### config.mk
export PLATFORM = sky130hd
export DESIGN_NAME = riscv_issue_ctrl
export DESIGN_NICKNAME = d
export VERILOG_FILES = /design/src/rtl/riscv_issue_ctrl.sv
export SDC_FILE = /design/constraint.sdc
export NUM_CORES = 1
export LEC_CHECK = 0
export ABC_AREA = 1
export BUFFER_PORTS_ARGS = -buffer_cell sky130_fd_sc_hd__buf_2
export CAP_MARGIN = 0
export CORE_AREA = 2 2 128 130
export DETAILED_ROUTE_END_ITERATION = 7
export DIE_AREA = 0 0 130 132
export PLACE_DENSITY = 0.7
export SLEW_MARGIN = 5
export SYNTH_ARGS = -nofsm -noshare
export SYNTH_HDL_FRONTEND = slang
export SYNTH_SLANG_ARGS = --single-unit
export TNS_END_PERCENT = 100
### constraint.sdc
create_clock -name clk -period 5.3 [get_ports clk]
set_input_delay 0.265 -clock clk [delete_from_list [all_inputs] [get_ports clk]]
set_output_delay 0.265 -clock clk [all_outputs]
set_load 0.1 [all_outputs]
### src/rtl/riscv_issue_ctrl.sv
// riscv_issue_ctrl -- dual-issue scheduler between decode and the two execute pipes.
//
// Takes up to two decoded instructions per cycle (slot0 older, slot1 younger),
// applies the pairing rules and a load-result scoreboard, and registers the
// accepted instructions into pipe0 (full) and pipe1 (ALU only).
//
// Build option: define RISCV_DUAL_ISSUE_EN to enable pairing into pipe1.
// Without it the core is single-issue: take never reads 2'b11 and the exec1
// outputs stay at 0.
//
// Ports
//   clk, rst_n                   core clock, async active-low reset
//   slot0_*/slot1_*              decoded instruction: valid, instr, pc, rd/ra/rb
//   take                         consume count to decode (00 none, 01 slot0, 11 both)
//   exec0_*/exec1_*              registered issue: valid, instr, pc, rd/ra/rb
//   hold                         execute/memory stall
//   br_d_req                     branch redirect from pipe0
//   wb_valid, wb_rd              load writeback, clears the scoreboard bit
//
// state | meaning
// RUN   | normal issue
// STALL | slot0 blocked by a pending load result; leaves in the cycle the bits clear
// FLUSH | single bubble while decode re-fetches after a redirect
module riscv_issue_ctrl (
  input  logic        clk,
  input  logic        rst_n,
  input  logic        slot0_valid,
  input  logic [31:0] slot0_instr,
  input  logic [31:0] slot0_pc,
  input  logic [4:0]  slot0_rd,
  input  logic [4:0]  slot0_ra,
  input  logic [4:0]  slot0_rb,
  input  logic        slot1_valid,
  input  logic [31:0] slot1_instr,
  input  logic [31:0] slot1_pc,
  input  logic [4:0]  slot1_rd,
  input  logic [4:0]  slot1_ra,
  input  logic [4:0]  slot1_rb,
  input  logic        hold,
  input  logic        br_d_req,
  input  logic        wb_valid,
  input  logic [4:0]  wb_rd,
  output logic [1:0]  take,
  output logic        exec0_valid,
  output logic [31:0] exec0_instr,
  output logic [31:0] exec0_pc,
  output logic [4:0]  exec0_rd,
  output logic [4:0]  exec0_ra,
  output logic [4:0]  exec0_rb,
  output logic        exec1_valid,
  output logic [31:0] exec1_instr,
  output logic [31:0] exec1_pc,
  output logic [4:0]  exec1_rd,
  output logic [4:0]  exec1_ra,
  output logic [4:0]  exec1_rb
);

  typedef enum logic [1:0] {RUN = 2'd0, STALL = 2'd1, FLUSH = 2'd2} state_t;
  typedef enum logic [2:0] {CL_ALU, CL_BR, CL_LD, CL_ST, CL_SYS} cls_t;

  function automatic cls_t op_class(input logic [6:0] op);
    case (op)
      7'b1100011, 7'b1101111, 7'b1100111: op_class = CL_BR;
      7'b0000011:                         op_class = CL_LD;
      7'b0100011:                         op_class = CL_ST;
      7'b1110011:                         op_class = CL_SYS;
      default:                            op_class = CL_ALU;
    endcase
  endfunction

  state_t      state;
  logic [31:0] pending;
  logic [31:0] wb_clr;
  logic [31:0] pend_eff;
  logic [31:0] ld_set;
  logic [31:0] pend_nxt;
  cls_t        cls0;
  logic        blk0;
  logic        iss0;
  logic        pair;
  logic        go;

  // A writeback in the current cycle already counts as clear, so a stalled
  // consumer issues in the same cycle its load result arrives.
  always_comb begin
    wb_clr = '0;
    if (wb_valid) wb_clr[wb_rd] = 1'b1;
    pend_eff = pending & ~wb_clr;
    cls0     = op_class(slot0_instr[6:0]);
    blk0     = pend_eff[slot0_ra] | pend_eff[slot0_rb] | pend_eff[slot0_rd];
    iss0     = slot0_valid & ~blk0;
  end

`ifdef RISCV_DUAL_ISSUE_EN
  logic blk1;
  logic raw01;
  always_comb begin
    blk1  = pend_eff[slot1_ra] | pend_eff[slot1_rb] | pend_eff[slot1_rd];
    raw01 = (slot0_rd != 5'd0) &&
            (slot0_rd == slot1_ra || slot0_rd == slot1_rb || slot0_rd == slot1_rd);
    pair  = iss0 && slot1_valid && (op_class(slot1_instr[6:0]) == CL_ALU) &&
            (cls0 != CL_BR) && (cls0 != CL_SYS) && !raw01 && !blk1;
  end
`else
  logic unused_slot1;
  assign pair         = 1'b0;
  assign unused_slot1 = slot1_valid;
`endif

  // STALL needs no explicit gate here: while slot0 is blocked iss0 is already 0.
  assign go = rst_n && !hold && !br_d_req && (state != FLUSH);

  always_comb begin
    take = 2'b00;
    if (go) begin
      if (pair)      take = 2'b11;
      else if (iss0) take = 2'b01;
    end
  end

  // Set beats clear on the same index; x0 never goes pending.
  always_comb begin
    ld_set = '0;
    if (take[0] && cls0 == CL_LD) ld_set[slot0_rd] = 1'b1;
    pend_nxt = ((pending & ~wb_clr) | ld_set) & ~32'd1;
  end

  always_ff @(posedge clk or negedge rst_n) begin
    if (!rst_n) begin
      state       <= RUN;
      pending     <= '0;
      exec0_valid <= 1'b0;
      exec0_instr <= '0;
      exec0_pc    <= '0;
      exec0_rd    <= '0;
      exec0_ra    <= '0;
      exec0_rb    <= '0;
      exec1_valid <= 1'b0;
      exec1_instr <= '0;
      exec1_pc    <= '0;
      exec1_rd    <= '0;
      exec1_ra    <= '0;
      exec1_rb    <= '0;
    end else begin
      pending <= pend_nxt;
      if (br_d_req) begin
        state       <= FLUSH;
        exec0_valid <= 1'b0;
        exec1_valid <= 1'b0;
      end else begin
        case (state)
          RUN:     if (slot0_valid && blk0) state <= STALL;
          STALL:   if (!(slot0_valid && blk0)) state <= RUN;
          default: state <= RUN;
        endcase
        if (!hold) begin
          exec0_valid <= take[0];
          exec1_valid <= take[1];
          if (take[0]) begin
            exec0_instr <= slot0_instr;
            exec0_pc    <= slot0_pc;
            exec0_rd    <= slot0_rd;
            exec0_ra    <= slot0_ra;
            exec0_rb    <= slot0_rb;
          end
          if (take[1]) begin
            exec1_instr <= slot1_instr;
            exec1_pc    <= slot1_pc;
            exec1_rd    <= slot1_rd;
            exec1_ra    <= slot1_ra;
            exec1_rb    <= slot1_rb;
          end
        end
      end
    end
  end

endmodule
==> flow_summary.ini <==
[outcome]
status = finished, final reports clean

[setup_path]
crit_chain = buf_2 > clkinv_1 > nor2_1 > inv_1 > nor2_1 > nor2_1 > nand2_1 > nand2_1 > nand2_1 > nand3_1 > nand3_1 > nor2_4 > nand2_2 > inv_1 > buf_2
critPathSlowestCell = nor2_1
cp_max_fo = 33
crit_type = primary input to output pin
worstPathArrival_ps = 3180
worstSetupEndpointType = output pin
cp_data_required_time_ps = 5040
slowest_delay_ps = 530
startpoint_type = primary input
ff2ff_setup_slack_ps = 2390
ff2ff_path_depth = 14
r2r_start = pending[13]
r2r-end = exec0_instr[11]

[logic_synthesis]
synthTopCellsByCount = nand2_1 (333), nand3_1 (150), dfrtp_1 (113), buf_4 (82), nor2_1 (75)
synth.most_common_cell = nand2_1
synth_warnings = 0
ys.flop_type = dfrtp_1
async_reset_ff_share_pct = 100.0
avgSynthCellArea_sq_um = 7.113
yosysTopAreaCell = dfrtp_1
syn_area_sq_um = 6509
ys_types = 24
yosys.area.top_type_share_pct = 43.44
synth_edf_count = 0
synth_seq_area_share_pct = 43.44
synthCells = 915
ys_ff_latch = 113
ys_top_cells_by_area = dfrtp_1 (43%), nand2_1 (19%), nand3_1 (12%), buf_4 (9.5%), nor2_1 (4.3%)

[drt]
drt_iter0_markers = 561
viasPerCell = 4.962
wire_per_inst_microns = 15.23
postRouteAntennaNets = 0
drc = 0
first_pass_iters = 6
routed_wl_microns = 19810
vias = 6451

[clock_network]
root_buffer = clkbuf_16
post_cts_resized = 0
cts_tree = done
clk_latency_ps = 420
cts_buffers = 17
cts_hold_buf = 2
cts_buffer_depth = 2
clock-sinks = 113
path_clk_slew_ps = 60
cts_setup_buffers = 0
htreeDepth = 4

[timing]
setup-violations-final = 0
tightest_slew_ps = 723.3
max_freq_ghz = 0.2902
hold_viol = 0
timing.setup.tns_ps = 0
fin_crit_ps = 3446
timing.final.max_slew_violations = 0
grt_setup_unrepaired = false
period_share_pct = 65.01
slew_headroom_pct = 51.60
skew_ps = 6.121

[floorplanning]
dieArea_sq_um = 17160
start_util_pct = 41.42
ios = 332
die_y_microns = 132
coreArea_sq_um = 15710
die_w_microns = 130
rows = 46

[power]
p_per_area_nw_per_um2 = 534.8
cellLeakagePower_nw = 4.612
vdd_drop_max_uv = 245.3

[placement]
io_buffers = 170
gp_congestion = 0.9699
dp_cells = 1266
dp_hpwl_microns = 13760

[layout]
diodes = 0
instances_no_fill = 1300
layout-drive-gt1-share_pct = 20.30
nets = 1241
area_delta_synth_final_pct = 21.26

[global_routing]
grt_pass1_vias = 6047
grt.total_usage_pct = 22.84
grt_max_degree = 58
grt_overflow = 0
grt_pass1_wl_microns = 31090
antenna_found_initial = 0

[min_path]
hp-class = primary input to flip-flop
worstHoldStart = slot0_pc[7]
hold_depth = 3
holdPathEnd = exec0_pc[7]

[run]
maxCapViolCount = 0
==> critical path, delay by kind of cell <==
| family | cells | cell delay (ps) |
|---|---|---|
| buffers and inverters | 5 | 1260 |
| AND/OR/NAND/NOR | 10 | 1610 |
==> logic make-up (layout without fill, tap and decap cells) <==
kind of cell / Yosys count / count (layout) / share of synthesized area [%]
buffers and inverters: 172 / 261 / 14.84
AND/OR/NAND/NOR: 598 / 598 / 38.97
other: 1 / 81 / 0.05761
flip-flops: 113 / 113 / 43.44
AO/OA/AOI/OAI: 31 / 31 / 2.691
==> placed cells by master (no fill, tap or decap), types with 17 or more instances in the layout <==
cell / synthesis / final
inv_1: 43 / 43
nand3_1: 150 / 150
o21ai_1: 18 / 18
dfrtp_1: 113 / 113
nor2_1: 75 / 75
clkbuf_16: 0 / 17
nand4_1: 32 / 32
conb_1: 1 / 81
buf_2: 10 / 169
nand2_1: 333 / 332
==> worst max-delay path by stage <==
stage                start         endpoint  slack [ps]
2_1_floorplan     wb_rd[2]          take[0]        2630
3_3_place_gp      wb_valid  exec0_instr[11]        1770
3_5_place_dp      wb_valid  exec0_instr[11]        1770
4_1_cts        slot0_rb[0]          take[0]        1980
5_1_grt        slot0_ra[0]          take[0]        1690
6_report       slot0_rb[0]          take[0]        1850
==> sequential cells by signal, summed over array words and instances, names as in the netlist <==
name / flops
state: 2
exec0_rd: 5
exec0_pc: 32
pending: 31
exec0_valid: 1
exec0_instr: 32
exec0_rb: 5
exec0_ra: 5
==> where the power goes <==
group	total (mW)	switching (mW)	internal, mW
Clock	1.24	0.440	0.805
Sequential	1.09	0.0726	1.02
Combinational	1.89	1.68	0.211
Total	4.22	2.19	2.03
==> cell type report <==
type	count	area (sq um)
inverter	49	183.9
clock buffer	18	439.2
clock inverter	14	202.7
fill	1636	7820
sequential	113	2828
multi-input combinational	710	3035
timing repair buffer	180	933.4
tap	216	270.3
==> per-stage QoR <==
stage | power, mW | hold WS, ps | setup WS, ps | utilization (%) | cell area [sq um]
after floorplan | 2.731 | -30.59 | 2633 | - | 6809
after global placement | 2.980 | 250.3 | 1774 | 46.02 | 7231
after detailed placement | 2.993 | 249.8 | 1773 | 46.02 | 7231
after CTS | 4.246 | 59.50 | 1981 | 50.23 | 7893
after global routing | 4.365 | 67.33 | 1693 | 50.23 | 7893
final | 4.221 | 72.50 | 1854 | 50.23 | 7893
==> per-layer routing <==
metal | vias to the layer above | GRT usage, % | routed length [microns]
met2 | 332 | 36.74 | 9418
met4 | 0 | 9.618 | 527
met3 | 49 | 5.560 | 1669
met5 | - | 0 | 0
li1 | 3098 | - | -
met1 | 2972 | 29.21 | 8190
Note: power is estimated with default switching activity, not from simulation.
